==> src/rtl/mem_arbiter.sv <==
// mem_arbiter: round-robin arbiter sharing one synchronous memory port between two requesters
module mem_arbiter #(
  parameter int AW = 16,
  parameter int DW = 16,
  parameter int MEM_LAT = 1
) (
  input  logic          clock,
  input  logic          reset,
  input  logic          a_req,
  input  logic          a_we,
  input  logic [AW-1:0] a_addr,
  input  logic [DW-1:0] a_wdata,
  output logic          a_ack,
  output logic [DW-1:0] a_rdata,
  input  logic          b_req,
  input  logic          b_we,
  input  logic [AW-1:0] b_addr,
  input  logic [DW-1:0] b_wdata,
  output logic          b_ack,
  output logic [DW-1:0] b_rdata,
  output logic          mem_read,
  output logic          mem_write,
  output logic [AW-1:0] mem_addr,
  output logic [DW-1:0] mem_wdata,
  input  logic [DW-1:0] mem_rdata,
  output logic          busy,
  output logic          owner
);
  typedef enum logic [1:0] {IDLE, ACCESS, WAIT, DONE} state_t;
  localparam logic [2:0] LAT = 3'(MEM_LAT);
  state_t state, state_n;
  logic [2:0] cnt;
  logic gnt_b, grant, we_g, cap;
  assign gnt_b = b_req & (~a_req | ~owner);
  assign grant = (state == IDLE) & (a_req | b_req);
  assign we_g = gnt_b ? b_we : a_we;
  assign cap = (state == WAIT) & (cnt == 3'd1);
  // state register
  always_ff @(posedge clock or posedge reset)
    if (reset) state <= IDLE;
    else state <= state_n;
  // next state: one-cycle strobe, read wait of MEM_LAT cycles, one-cycle ack
  always_comb begin
    state_n = state;
    state_n = (state == IDLE)   ? ((a_req | b_req) ? ACCESS : IDLE)
            : (state == ACCESS) ? (mem_write ? DONE : WAIT)
            : (state == WAIT)   ? ((cnt == 3'd1) ? DONE : WAIT)
            : IDLE;
  end
  // grant latch, memory strobes, latency counter, read capture and acks
  always_ff @(posedge clock or posedge reset) begin
    if (reset) begin
      mem_read  <= 1'b0;
      mem_write <= 1'b0;
      mem_addr  <= '0;
      mem_wdata <= '0;
      a_rdata   <= '0;
      b_rdata   <= '0;
      a_ack     <= 1'b0;
      b_ack     <= 1'b0;
      busy      <= 1'b0;
      owner     <= 1'b1;
      cnt       <= '0;
    end else begin
      mem_read  <= grant & ~we_g;
      mem_write <= grant & we_g;
      if (grant) begin
        owner     <= gnt_b;
        mem_addr  <= gnt_b ? b_addr : a_addr;
        mem_wdata <= gnt_b ? b_wdata : a_wdata;
      end
      cnt <= (state == ACCESS) ? LAT : (state == WAIT) ? cnt - 3'd1 : cnt;
      if (cap & ~owner) a_rdata <= mem_rdata;
      if (cap & owner) b_rdata <= mem_rdata;
      a_ack <= (state_n == DONE) & ~owner;
      b_ack <= (state_n == DONE) & owner;
      busy  <= state_n != IDLE;
    end
  end
endmodule

==> config.mk <==
export PLATFORM = sky130hd
export DESIGN_NAME = mem_arbiter
export DESIGN_NICKNAME = d
export VERILOG_FILES = /design/src/rtl/mem_arbiter.sv
export SDC_FILE = /design/constraint.sdc
export NUM_CORES = 1
export LEC_CHECK = 0
export CORE_ASPECT_RATIO = 1.25
export CORE_MARGIN = 2
export CORE_UTILIZATION = 36
export CTS_CLUSTER_SIZE = 40
export DETAILED_ROUTE_END_ITERATION = 8
export MAX_ROUTING_LAYER = met4
export PLACE_DENSITY = 0.76
export SLEW_MARGIN = 40
export SYNTH_ARGS = -nofsm -noshare
export SYNTH_HDL_FRONTEND = slang
export SYNTH_SLANG_ARGS = --single-unit
==> constraint.sdc <==
create_clock -name clock -period 2.3 [get_ports clock]
set_input_delay 0.345 -clock clock [delete_from_list [all_inputs] [get_ports clock]]
set_output_delay 0.345 -clock clock [all_outputs]
set_load 0.01 [all_outputs]
== Word level (Yosys, flattened, before mapping) ==
Cells that the tools add are included.

* Flip-flop bits (word level): 75
* Bits of input ports: 86
* Output and inout port bits: 70
* Logic and storage cells: 45

* Add/sub/neg operators: 1
* Equality and inequality tests: 4
* Multiplexer cells: 11
* Bitwise operators: 14
* Reduce and logical (&&, ||, !) cells: 3

{| class="wikitable"
|+ Operators with widths
! operator !! number
|-
| 2-to-1 mux 16 bit || 2
|-
| AND 1 bit || 9
|-
| 2-to-1 mux 2 bit || 3
|-
| 2-to-1 mux 3 bit || 2
|-
| == test 2 bit, second input constant || 2
|-
| 2-to-1 mux 1 bit || 4
|-
| nonzero test 2 bit || 2
|-
| == test 3 x 1 -> 1 bit, second input constant || 1
|-
| inverter 1 bit || 3
|-
| subtractor 3 x 1 -> 3 bit, second input constant || 1
|-
| == test 2 x 1 -> 1 bit, second input constant || 1
|-
| zero test 2 bit || 1
|-
| OR 1 bit || 2
|}

== Longest topological paths before layout ==
Gate-level depths: netlist of the first run.

* Word-level depth: 7
* Depth in mapped cells: 6
* Mapped depth without buffers: 6

== Least setup slack after synthesis of the first run ==
Ideal clock, no wire load.

* Kind: reg2reg
* From: register state[0]
* To: register a_rdata[0]
* Setup time: 125 ps
* Arrival time: 1438 ps
* Required time: 2175 ps
* Slack: 737 ps
* Stages on the path, launching flop included: 7
* Buffers on the path: 1
* Clock period less this slack: 1563 ps
* Cell sequence: dfrtp_1 inv_1 ha_1 nand3b_1 nor2_4 buf_6 mux2_2

* Word-level cells in the longest chain between the ends: 3

{| class="wikitable"
|+ Ends and longest elaborated chain
! item !! line !! source
|-
| from (decl) || 31 || <nowiki>state_t state, state_n;</nowiki>
|-
| from (signal assigned) || 41 || <nowiki>else state <= state_n;</nowiki>
|-
| == test 2 bit || 37 || <nowiki>assign cap = (state == WAIT) & (cnt == 3'd1);</nowiki>
|-
| AND 1 bit || 37 ||
|-
| AND 1 bit || 73 || <nowiki>if (cap & ~owner) a_rdata <= mem_rdata;</nowiki>
|-
| to (signal assigned) || 73 ||
|-
| to (decl) || 14 || <nowiki>output logic [DW-1:0] a_rdata,</nowiki>
|}

No other way between the ends.
A chain may end at the register's enable or synchronous reset.

== Final worst setup path of the first run ==
* From: register owner
* To: output owner

{| class="wikitable"
|+ RTL lines
! item !! line !! source
|-
| from (decl) || 27 || <nowiki>output logic owner</nowiki>
|-
| from (signal assigned) || 68 || <nowiki>owner <= gnt_b;</nowiki>
|}

No word-level cell between the ends.

==> results of run 1 <==
cells in the final DEF, fill, tap and decap left out, types with 2 or more instances in the layout:
master,count
sky130_fd_sc_hd__clkdlybuf4s50_1,155
sky130_fd_sc_hd__dfrtp_1,74
sky130_fd_sc_hd__a21oi_1,66
sky130_fd_sc_hd__nor2_1,34
sky130_fd_sc_hd__mux2_2,32
sky130_fd_sc_hd__nand2_1,32
sky130_fd_sc_hd__clkbuf_8,10
sky130_fd_sc_hd__buf_4,6
sky130_fd_sc_hd__inv_1,5
sky130_fd_sc_hd__ha_1,5
sky130_fd_sc_hd__nand3b_1,3
sky130_fd_sc_hd__nand2b_1,2
sky130_fd_sc_hd__o21a_1,2
sky130_fd_sc_hd__inv_2,2
sky130_fd_sc_hd__clkinvlp_4,2
sky130_fd_sc_hd__clkinv_2,2
sky130_fd_sc_hd__buf_12,2
state kept, by name (all words and copies together), names as in the netlist:
signal     count
a_rdata       16
cnt            3
mem_wdata     16
b_ack          1
mem_addr      16
owner          1
b_rdata       16
state          2
mem_write      1
a_ack          1
busy           1
mem_read       1
power breakdown:
part	switching, mW	internal [mW]
Sequential	0.374	1.99
Clock	0.480	0.531
Combinational	1.39	1.84
per-layer routing:
| metal | vias up | track usage |
|---|---|---|
| li1 | 1290 | - |
| met1 | 1308 | 0.200 |
| met2 | 109 | 0.299 |
| met3 | 6 | 0.0424 |
| met4 | 0 | 0.0692 |
| met5 | - | - |
cell families after synthesis:
kind of cell               count (synthesis)
and+or+nand+nor                           77
AOI/OAI and AO/OA                         75
DFF                                       75
muxes                                     33
buffers and inverters                     22
adders and majority gates                  5
tightest hold or removal path, cell delays in order:
cell	delay (ps)
sky130_fd_sc_hd__clkdlybuf4s50_1	410
sky130_fd_sc_hd__inv_2	110
sky130_fd_sc_hd__buf_12	210
worst max path at each step:
stage	start	end	slack [ps]
6_report	owner	owner	320
5_1_grt	owner	owner	270
4_1_cts	owner	owner	290
3_5_place_dp	b_req	mem_wdata[14]	430
3_3_place_gp	state[0]	a_rdata[12]	520
2_1_floorplan	reset	a_ack	50
stage by stage:
| stage | power (mW) | setup WS [ps] | std cells | hold WS (ps) | area (um^2) |
|---|---|---|---|---|---|
| after CTS | 6.71 | 293 | 571 | 369 | 5080 |
| after detailed placement | 5.66 | 428 | 555 | 492 | 4880 |
| after floorplan | 3.93 | 46.7 | 287 | 415 | 3180 |
| after global routing | 7.10 | 267 | 571 | 391 | 5080 |
| final | 6.61 | 322 | 571 | 374 | 5080 |
| after global placement | 5.54 | 515 | 555 | 484 | 4880 |
cell type report:
class | count | share of cell area
multi-input cells | 190 | 0.233
well taps | 120 | 0.0296
clock inverters | 6 | 0.0126
repair buffers | 163 | 0.322
inverters | 7 | 0.00517
flip-flops and latches | 75 | 0.370
clock buffers | 10 | 0.0271
==> results.ini, run 1 <==
[placement]
portBuffers = 155
hpwl_mm = 5.95
gpl.final_weighted_congestion = 0.798

[synthesis]
yosys.area_share.xor_xnor = 0
asr_flop_ratio_synth = 1.00
synthAdderAreaFrac = 0.0197
post_synth_and_or_nand_nor_area_fraction = 0.108
post_synth.cell_area_avg_um2 = 11.1
netlist_top_cells_count = sky130_fd_sc_hd__dfrtp_1 (74), sky130_fd_sc_hd__a21oi_1 (66), sky130_fd_sc_hd__nor2_1 (34)
synth_compound_gate_area_share = 0.129
post_synthesis_cell_type_count = 29
synth_top_area_cell = sky130_fd_sc_hd__dfrtp_1
synthesis.area_mm2 = 0.00318
synth.ff_latch_count = 75
ys_top_cells_by_area = sky130_fd_sc_hd__dfrtp_1 (58%), sky130_fd_sc_hd__mux2_2 (11%), sky130_fd_sc_hd__a21oi_1 (10%)
sequential_to_total_area_share_from_yosys_stat = 0.591
synth.top_cell.area_share = 0.583
synthMostInstantiatedCell = sky130_fd_sc_hd__dfrtp_1
synth-warning-count = 0
synth_enable_flop_cells = 0
post_synth_inst_count = 287
synth-main-ff-cell = sky130_fd_sc_hd__dfrtp_1
synth.net_count = 378
synth_top_family_by_area = compound AO/OA/AOI/OAI gates
synth_mux_area_frac = 0.117

[cells_and_area]
multi_input_area_mm2 = 0.00118
area_growth_syn_to_layout_pct = 59.9
area_taken_by_flip_flops_and_latches_mm2 = 0.00188
filler_cell_count = 753
nNetsFinal = 537
layout-drive-gt1-share = 0.142
num_antenna_cells = 0
post-route-util = 0.590

[pwr]
powerDensity_mw_per_mm2 = 1300
vdd_ir_max_mv = 0.724
p_leak_nw = 2.13

[critical_path]
path_delay_family = flip-flops
path_cells = clkdlybuf4s50_1
worst-r2r-setup-slack_ps = 480
worstPathBufferInverterCount = 1
endpoint_kind = output port
r2r_cells = 5
timing_worst_setup_path_type = reg2out
start_kind = flip-flop
rr_endpoint = a_rdata[8]
timing.rr.start = state[0]
critical_path_peak_fanout = 9
worstPathRequired_ps = 1960
critical-path-max-stage-delay_ps = 690
crit_slowest_cell = sky130_fd_sc_hd__dfstp_2
cp.arrival_ps = 1630
worst-path-stages = 1

[detailed_routing]
top_routing_layer_in_use = met4
first_iter_violations = 104
m1WireLength_mm = 3.41
detailroute.via_count = 2713
drt.antenna.violating_nets = 0
remaining_drc_errors = 0
postRouteWirelength_mm = 8.19
dr_wl_met3_um = 567
met2RoutedLength_mm = 4.14
viasPerCell = 4.75
detail_route.first_pass.iterations = 4
routedWlPerCell_um = 14.3

[hold_path]
hold_path.class = in2async

[clocking]
cts_resized = 0
worst_setup_hold_path_clk_slew_ps = 80
cts_tree = done
numClockSinks = 75
cts-buffers-inserted = 9
cts-root-buf = sky130_fd_sc_hd__clkbuf_8
clkLatencyLatePin_ps = 340
hold_buffer_count_at_cts = 0
cts_max_path_buffers = 2
cts_setup_buffers = 0
htree_levels = 3

[global_route]
via_count_of_the_first_global_routing_pass = 2816
grt_first_pass_wirelength_mm = 12.8
grt_start_max_net_pins = 42
number_of_antenna_violations_at_the_first_check_in_global_routing = 0
overall_track_demand_over_capacity_in_global_routing = 0.177
grt_overflow = 0

[sta]
layout_min_cycle_time_ps = 1980
worstMarginPinSlew_ps = 496
final-hold-violation-count = 0
rsz0062_at_grt = no
setup-violations-final = 0
slew-limit-headroom = 0.668
slew_violations = 0
fmaxAchievable_mhz = 505
setup_total_negative_slack_ps = 0
final.period_utilization = 0.860
skew_ps = 8.06

[floorplanning]
placement_rows = 38
die_y_um = 109
floorplan.die_area_mm2 = 0.00959
io-pin-count = 156
initial_core_util = 0.369
core_area_mm2 = 0.00861
overall_die_width_um = 88.0

[job]
cap_viol_max_count = 0

[status]
status = finished, final reports clean

No activity file was read; power rests on OpenSTA's default activity.
==> run 2: changes to the inputs <==
Clock period 2.3 ns to 1.7 ns, I/O delays scaled along.
==> results.ini, run 2 (synthesized netlist as in run 1, its figures left out) <==
[status]
status = finished, final reports clean

[critical_path]
worstPathRequired_ps = 1920  ; -40 ps
start_kind = flip-flop
timing.rr.start = cnt[1]
rr_endpoint = a_rdata[12]
crit_end = a_rdata[12]
critical_path_peak_fanout = 16  ; +7
cp.arrival_ps = 1820  ; +190 ps
r2r_cells = 6  ; +1
critical-path-max-stage-delay_ps = 360  ; -330 ps
worst-r2r-setup-slack_ps = 100  ; -380 ps
path_cells = inv_1 -> ha_1 -> nand3b_1 -> nor2_4 -> buf_12 -> mux2_2
crit_slowest_cell = sky130_fd_sc_hd__dfrtp_1
endpoint_kind = flip-flop
crit_path_start = cnt[1]
timing_worst_setup_path_type = reg2reg

[placement]
post_dp_cell_area_mm2 = 0.00491  ; +0.74%
preCtsSetupSlack_ps = -73.6  ; -502 ps
gpl.final_weighted_congestion = 0.748  ; -6.3%
portBuffers = 155  ; unchanged
hpwl_mm = 5.74  ; -3.6%

[cells_and_area]
fin_area_mm2 = 0.00514  ; +1.3%
most-common-layout-cells = sky130_fd_sc_hd__clkdlybuf4s50_1 (154), sky130_fd_sc_hd__dfrtp_1 (74), sky130_fd_sc_hd__a21oi_1 (66)
layout-drive-gt1-share = 0.146  ; +0.00379
filler_cell_count = 762  ; +1.2%
post-route-util = 0.597  ; +0.00742
nNetsFinal = 539  ; +0.37%
area_taken_by_flip_flops_and_latches_mm2 = 0.00188  ; unchanged
multi_input_area_mm2 = 0.00119  ; +0.53%
num_antenna_cells = 0  ; unchanged
mostFrequentLayoutCell = sky130_fd_sc_hd__clkdlybuf4s50_1
area_growth_syn_to_layout_pct = 61.9

[floorplanning]
placement_rows = 38  ; unchanged
overall_die_width_um = 88.0  ; unchanged
io-pin-count = 156  ; unchanged
die_y_um = 109  ; unchanged
core_area_mm2 = 0.00861  ; unchanged
floorplan.die_area_mm2 = 0.00959  ; unchanged
initial_core_util = 0.369  ; unchanged

[detailed_routing]
detail_route.first_pass.iterations = 5  ; +1
routedWlPerCell_um = 14.0  ; -2.4%
postRouteWirelength_mm = 8.03  ; -2.0%
first_iter_violations = 80  ; -23%
detailroute.via_count = 2757  ; +1.6%
top_routing_layer_in_use = met4
dr_wl_met3_um = 552  ; -2.6%
drt.antenna.violating_nets = 0  ; unchanged
m1WireLength_mm = 3.37  ; -1.3%
met2RoutedLength_mm = 4.05  ; -2.1%
remaining_drc_errors = 0  ; unchanged
viasPerCell = 4.81  ; +1.3%

[global_route]
grt_overflow = 0  ; unchanged
overall_track_demand_over_capacity_in_global_routing = 0.175  ; -0.00167
number_of_antenna_violations_at_the_first_check_in_global_routing = 0  ; unchanged
grt_first_pass_wirelength_mm = 12.6  ; -1.3%
via_count_of_the_first_global_routing_pass = 2767  ; -1.7%
grt_start_max_net_pins = 76  ; +81%

[clocking]
clkLatencyLatePin_ps = 340  ; about the same
worst_setup_hold_path_clk_slew_ps = 80  ; about the same
cts_tree = done
numClockSinks = 75  ; unchanged
cts-buffers-inserted = 9  ; unchanged
hold_buffer_count_at_cts = 0  ; unchanged
cts-root-buf = sky130_fd_sc_hd__clkbuf_8
cts_max_path_buffers = 2  ; unchanged
htree_levels = 3  ; unchanged

[sta]
setup_ws_ps = 98.6  ; -223 ps
final-hold-violation-count = 0  ; unchanged
slew_violations = 0  ; unchanged
setup-violations-final = 0  ; unchanged
skew_ps = 10.8  ; +2.72 ps
worstMarginPinSlew_ps = 390  ; -107 ps
layout_min_cycle_time_ps = 1600
final.period_utilization = 0.942
slew-limit-headroom = 0.740  ; +0.0720
rsz0062_at_grt = no
fmaxAchievable_mhz = 624

[pwr]
powerDensity_mw_per_mm2 = 1770  ; +36%
p_leak_nw = 2.15  ; +0.82%
vdd_ir_max_mv = 0.704  ; -2.7%

[job]
cap_viol_max_count = 0  ; unchanged

[hold_path]
hold_path.class = in2async

-- run 2: cell types whose count changed in the layout (fill, tap and decap cells not counted) --
cell	change
sky130_fd_sc_hd__a21bo_2	-1
sky130_fd_sc_hd__clkdlybuf4s50_1	-1
sky130_fd_sc_hd__clkinvlp_4	+2
sky130_fd_sc_hd__inv_2	-1
sky130_fd_sc_hd__clkbuf_8	-1
sky130_fd_sc_hd__a21bo_4	+1
sky130_fd_sc_hd__bufinv_16	+1
sky130_fd_sc_hd__inv_6	-1
sky130_fd_sc_hd__buf_12	+2
sky130_fd_sc_hd__dlygate4sd2_1	+1
-- run 2: report_power, final --
part	switching (mW)	internal (mW)	leakage, nW
combinational	1.93	2.56	1.19
clock	0.653	0.821	0.101
sequential	0.447	2.70	0.865
total	3.03	6.07	2.15
-- run 2: timing repair --
action | CTS | global route
setup buffers | 1 | 0
pin swaps | 0 | 0
setup endpoints to repair | 1 | 32
endpoints found under the hold margin | 0 | 0
resized for setup | 1 | 1
-- run 2: cell type report --
cell class / instances / area share
Inverter: 7 / 0.00584
Sequential cell: 75 / 0.365
Clock buffer: 9 / 0.0241
Timing Repair Buffer: 165 / 0.326
Multi-Input combinational cell: 190 / 0.232
Clock inverter: 7 / 0.0180
Tap cell: 120 / 0.0292
-- run 2: worst min path at each step --
stage                              to  slack [ps]  depth (start not counted)
after CTS                 b_rdata[12]         380                          3
final                      a_rdata[4]         380                          3
after floorplan                 owner         320                          1
after global routing       a_rdata[4]         420                          3
after detailed placement   b_rdata[0]         490                          1
after global placement         cnt[0]         480                          1
-- run 2: routing by layer --
layer | up-vias | track usage
met5 | - | -
met4 | 0 | 0.0692
met3 | 6 | 0.0379
met2 | 127 | 0.284
met1 | 1329 | 0.212
li1 | 1295 | -
-- run 2: stage by stage --
step / TNS, ps / hold WS, ps / instances / power [mW]
3_3_place_gp: -10.6 / 481 / 556 / 7.56
5_1_grt: 0 / 418 / 573 / 9.75
2_1_floorplan: 0 / 325 / 287 / 5.32
3_5_place_dp: -1060 / 491 / 556 / 7.70
4_1_cts: 0 / 385 / 573 / 9.23
6_report: 0 / 379 / 573 / 9.10
-- run 2: worst max-delay path: cells and delay by family (launching register included) --
family / cells / cell delay [ps]
flip-flops: 1 / 360
multiplexers: 1 / 340
AND/OR/NAND/NOR: 2 / 310
buffers and inverters: 2 / 250
adder cells (fa/ha/maj): 1 / 220
==> run 3: changes to the inputs <==
Settings changed: SKIP_LAST_GASP set to 1.
==> results of run 3 <==
No change in the layout: final DEF, timing and power equal those of run 2.
==> variant 1: new RTL, settings of run 3 <==
Re-encode `state_t` (4 states) as one-hot, 4 bits wide.
--- a/src/rtl/mem_arbiter.sv
+++ b/src/rtl/mem_arbiter.sv
@@ -26,7 +26,7 @@
   output logic          busy,
   output logic          owner
 );
-  typedef enum logic [1:0] {IDLE, ACCESS, WAIT, DONE} state_t;
+  typedef enum logic [3:0] {IDLE = 4'b0001, ACCESS = 4'b0010, WAIT = 4'b0100, DONE = 4'b1000} state_t;
   localparam logic [2:0] LAT = 3'(MEM_LAT);
   state_t state, state_n;
   logic [2:0] cnt;
Check against the original RTL: no difference found for any inputs over 10 cycles, from zero or initial values and one cycle with reset high; not proved beyond that.
==> variant 1 against run 3 <==
The run now ends with negative setup slack left. Setup slack lost 0.12 ns. Sequential cell count grew 2. Wire length grew 17%. Non-clock buffer count grew 12. Design area grew 9.2%. Combinational power grew 6.0%. Total power grew 12%. Area after synthesis grew 4.9%. Highest routed layer unchanged.
==> variant 1: results (changes against run 3) <==
- The worst IR drop on VDD was 0.000820 V (+17%).
- The checks that failed: negative setup slack.
- The worst path arrival time is 1.93 ns (+0.11 ns).
- The instance area at placement is 5200 µm² (+5.8%).
- The first-pass GRT wire length is 15.2 mm (+20%).
- The pre-CTS worst setup slack is -0.00905 ns (+0.0645 ns).
- The mean number of vias per cell is 5.20 (+8.1%).
- Ranked by total cell area, the synthesized netlist is headed by sky130_fd_sc_hd__dfrtp_1, sky130_fd_sc_hd__a2bb2oi_1, sky130_fd_sc_hd__o32ai_1, sky130_fd_sc_hd__mux2_2, sky130_fd_sc_hd__mux2_4.
- The total track usage is 0.194 (+0.0188).
- The number of distinct library cells after synthesis came to 38 (+31%).
- The number of gates resized after CTS came to 2 (+1).
- The flow ran to the end, but the final reports show violations.
- The commonest cells after synthesis are sky130_fd_sc_hd__dfrtp_1, sky130_fd_sc_hd__a2bb2oi_1, sky130_fd_sc_hd__o32ai_1.
- The detailed-placement wirelength estimate came to 6.74 mm (+18%).
- The worst max-slew margin expressed relative to the limit is 0.759 (+0.0184).
- The routed wire length is 9.40 mm (+17%).
- The leakage power summed over all cells is 2.34 nW (+8.6%).
- The total met2 wirelength after detailed routing is 4.94 mm (+22%).
- The via count of the first global-routing pass came to 3068 (+11%).
- The buffer count from post-CTS setup fixing came to 0 (-1).
- The worst hold-check slack is 0.232 ns (-0.147 ns).
- The routability-driven placement congestion ratio is 0.807 (+7.9%).
- The number of iterations in the first detailed-routing pass is 6 (+1).
- The cell at the root of the clock tree is sky130_fd_sc_hd__clkbuf_16.
- The post-CTS clock slew at the launch and capture registers of the worst setup and hold paths was 0.06 ns (-0.02 ns).
- The ratio of cells with drive above 1 in the final layout is 0.203 (+0.0572).
- The worst setup skew after layout is 0.00795 ns (-0.00283 ns).
- The total number of nets in the final design is 497 (-7.8%).
- The final worst-path setup slack is -0.0203 ns (-0.119 ns).
- The fraction of met3 tracks used by global routing came to 0.0379 (+0.0000389).
- The final non-filler cell total came to 537 (-6.3%).
- The average instance area after synthesis is 13.7 µm² (+24%).
- The register area share after synthesis was 0.579 (-0.0121).
- The setup violation total in the final timing report is 12 (+12).
- The worst register-to-register path ends at b_rdata[7]$_DFFE_PP0P_.
variant 1: cell types whose count changed in the layout (fill, tap and decap cells not counted), moves of 28 or more:
| cell | change |
|---|---|
| sky130_fd_sc_hd__a21oi_1 | -64 |
| sky130_fd_sc_hd__nor2_1 | -28 |
| sky130_fd_sc_hd__nand2_1 | -29 |
| sky130_fd_sc_hd__o32ai_1 | +32 |
| sky130_fd_sc_hd__a2bb2oi_1 | +33 |
variant 1: critical path, cell delays in order (launching register included):
cell and delay, ns:
sky130_fd_sc_hd__dfrtp_1 0.38, sky130_fd_sc_hd__inv_2 0.08, sky130_fd_sc_hd__ha_4 0.14, sky130_fd_sc_hd__nand4bb_4 0.10, sky130_fd_sc_hd__or3_4 0.42, sky130_fd_sc_hd__clkbuf_16 0.18, sky130_fd_sc_hd__mux2_4 0.29
variant 1: logic make-up (layout without fill, tap and decap cells):
logic type	Yosys count	in the layout	share of synthesized area
multiplexers	34	34	0.125
adder cells (fa/ha/maj)	2	2	0.00751
AO/OA/AOI/OAI	75	75	0.190
XOR/XNOR	1	1	0.00263
AND/OR/NAND/NOR	24	24	0.0488
buffers and inverters	30	201	0.0458
flip-flops	77	77	0.579
variant 1: final cells by class:
| cell class | count | share of cell area |
|---|---|---|
| clock inverters | 3 | 0.0161 |
| repair buffers | 177 | 0.327 |
| inverters | 8 | 0.00647 |
| flip-flops and latches | 77 | 0.344 |
| well taps | 123 | 0.0274 |
| multi-input cells | 136 | 0.231 |
| clock buffers | 13 | 0.0482 |
variant 1: where the power goes:
group / internal [mW] / total [mW] / leakage [nW] / switching, mW
clock: 1.55 / 2.25 / 0.176 / 0.694
sequential: 2.70 / 3.21 / 0.912 / 0.512
combinational: 2.84 / 4.76 / 1.25 / 1.92
==> variant 2: new RTL, settings of run 3 <==
Without the edit above. The parameter `AW` goes from 16 to 15.
--- a/src/rtl/mem_arbiter.sv
+++ b/src/rtl/mem_arbiter.sv
@@ -1,6 +1,6 @@
 // mem_arbiter: round-robin arbiter sharing one synchronous memory port between two requesters
 module mem_arbiter #(
-  parameter int AW = 16,
+  parameter int AW = 15,
   parameter int DW = 16,
   parameter int MEM_LAT = 1
 ) (
Interface: changed (resized a_addr, b_addr and mem_addr); port bits go from 156 to 153. No check against the original RTL was run, so the function may have changed too.
==> variant 2 against run 3 <==
Total power shrank 2.5%. Utilization decreased by 1.0 points. Wire length up 0.42%. Sequential cell count fell by 1. Combinational power shrank 2%. Maximum frequency rose by 0.18%. Area after synthesis decreased by 1.2%. Clock power shrank 9.5%. Design area is 2.2% lower. Non-clock buffer count is 2 lower. Setup slack better by 0.0028 ns. Clock skew fell by 0.0049 ns.
==> variant 2: results (changes against run 3) <==
- The ratio of cells with drive above 1 in the final layout came to 0.143 (-0.00220).
- The pin count of the biggest net entering global routing is 75 (-1.3%).
- The final critical path time including I/O delays and setup is 1.60 ns (-0.00280 ns).
- The startpoint of the worst register-to-register path is state[0]$_DFF_PP0_.
- The pre-CTS worst setup slack is 0.0659 ns (+0.140 ns).
- The worst setup skew after layout is 0.00584 ns (-0.00494 ns).
- Ranked by total cell area, the synthesized netlist is headed by sky130_fd_sc_hd__dfrtp_1, sky130_fd_sc_hd__mux2_2, sky130_fd_sc_hd__a21oi_1, sky130_fd_sc_hd__nor2_1, sky130_fd_sc_hd__nand2_1.
- The via count of the routed design was 2713 (-1.6%).
- The total of fill cells in the finished design is 732 (-3.9%).
- The sum of met3 wire segment lengths after detailed routing is 551 µm (-0.18%).
- The via count of the first global-routing pass came to 2849 (+3.0%).
- The fraction of met3 tracks used by global routing came to 0.0397 (+0.00184).
- The mux share of post-synthesis cell area is 0.118 (+0.00144).
- The total number of nets in the final design is 530 (-1.7%).
- The met1 wire length came to 3.35 mm (-0.62%).
- The number of DRC violations after detailed-routing iteration 0 came to 92 (+15%).
- The buffer count from post-CTS setup fixing is 0 (-1).
- The maximum cell stage delay along the critical path is 0.39 ns (+0.03 ns).
- The net count of the mapped netlist is 371 (-1.9%).
- In the synthesized netlist, the cells that appear most often are sky130_fd_sc_hd__dfrtp_1, sky130_fd_sc_hd__a21oi_1, sky130_fd_sc_hd__nor2_1.
- The routing usage on met1 was 0.211 (-0.000741).
- The worst hold-check slack is 0.353 ns (-0.0255 ns).
- The worst IR drop on VDD is 0.000794 V (+13%).
- The flow ran to the end, and the final reports show no timing, DRC or antenna violations.
- The critical path launch point is state[0]$_DFF_PP0_.
- The routed wire length is 8.06 mm (+0.42%).
==> variant 2: layout make-up <==
| class | count | area, µm² | area share |
|---|---|---|---|
| clock buffer | 11 | 141 | 0.0281 |
| clock inverter | 5 | 53.8 | 0.0107 |
| inverter | 7 | 30.0 | 0.00597 |
| multi-input combinational | 186 | 1170 | 0.233 |
| sequential | 74 | 1850 | 0.369 |
| tap | 100 | 125 | 0.0249 |
| timing repair buffer | 163 | 1650 | 0.329 |
==> variant 2: worst min-delay path by stage <==
stage	startpoint	end	cells past startpoint
6_report	reset	b_rdata[1]$_DFFE_PP0P_	3
2_1_floorplan	a_req	owner$_DFFE_PP1P_	1
3_5_place_dp	b_rdata[7]$_DFFE_PP0P_	b_rdata[7]$_DFFE_PP0P_	1
4_1_cts	reset	b_rdata[2]$_DFFE_PP0P_	3
3_3_place_gp	b_rdata[12]$_DFFE_PP0P_	b_rdata[12]$_DFFE_PP0P_	1
5_1_grt	reset	b_rdata[1]$_DFFE_PP0P_	3
==> variant 2: report_power, final <==
group	internal [mW]	leakage (nW)	switching (mW)
combinational	2.50	1.17	1.90
clock	0.713	0.103	0.616
sequential	2.66	0.853	0.474
==> variant 2: repair_timing <==
| action | CTS | global route |
|---|---|---|
| hold endpoints to repair | 0 | 0 |
| gates resized for setup | 1 | 1 |
| setup endpoints to repair | 1 | 1 |
==> variant 2: through the flow <==
| stage | instance area, µm² | std cells | power [mW] |
|---|---|---|---|
| 3_5_place_dp | 4830 | 530 | 7.63 |
| 4_1_cts | 5020 | 546 | 8.98 |
| 3_3_place_gp | 4830 | 530 | 7.47 |
| 6_report | 5030 | 546 | 8.87 |
| 5_1_grt | 5030 | 546 | 9.49 |
| 2_1_floorplan | 3140 | 282 | 5.24 |
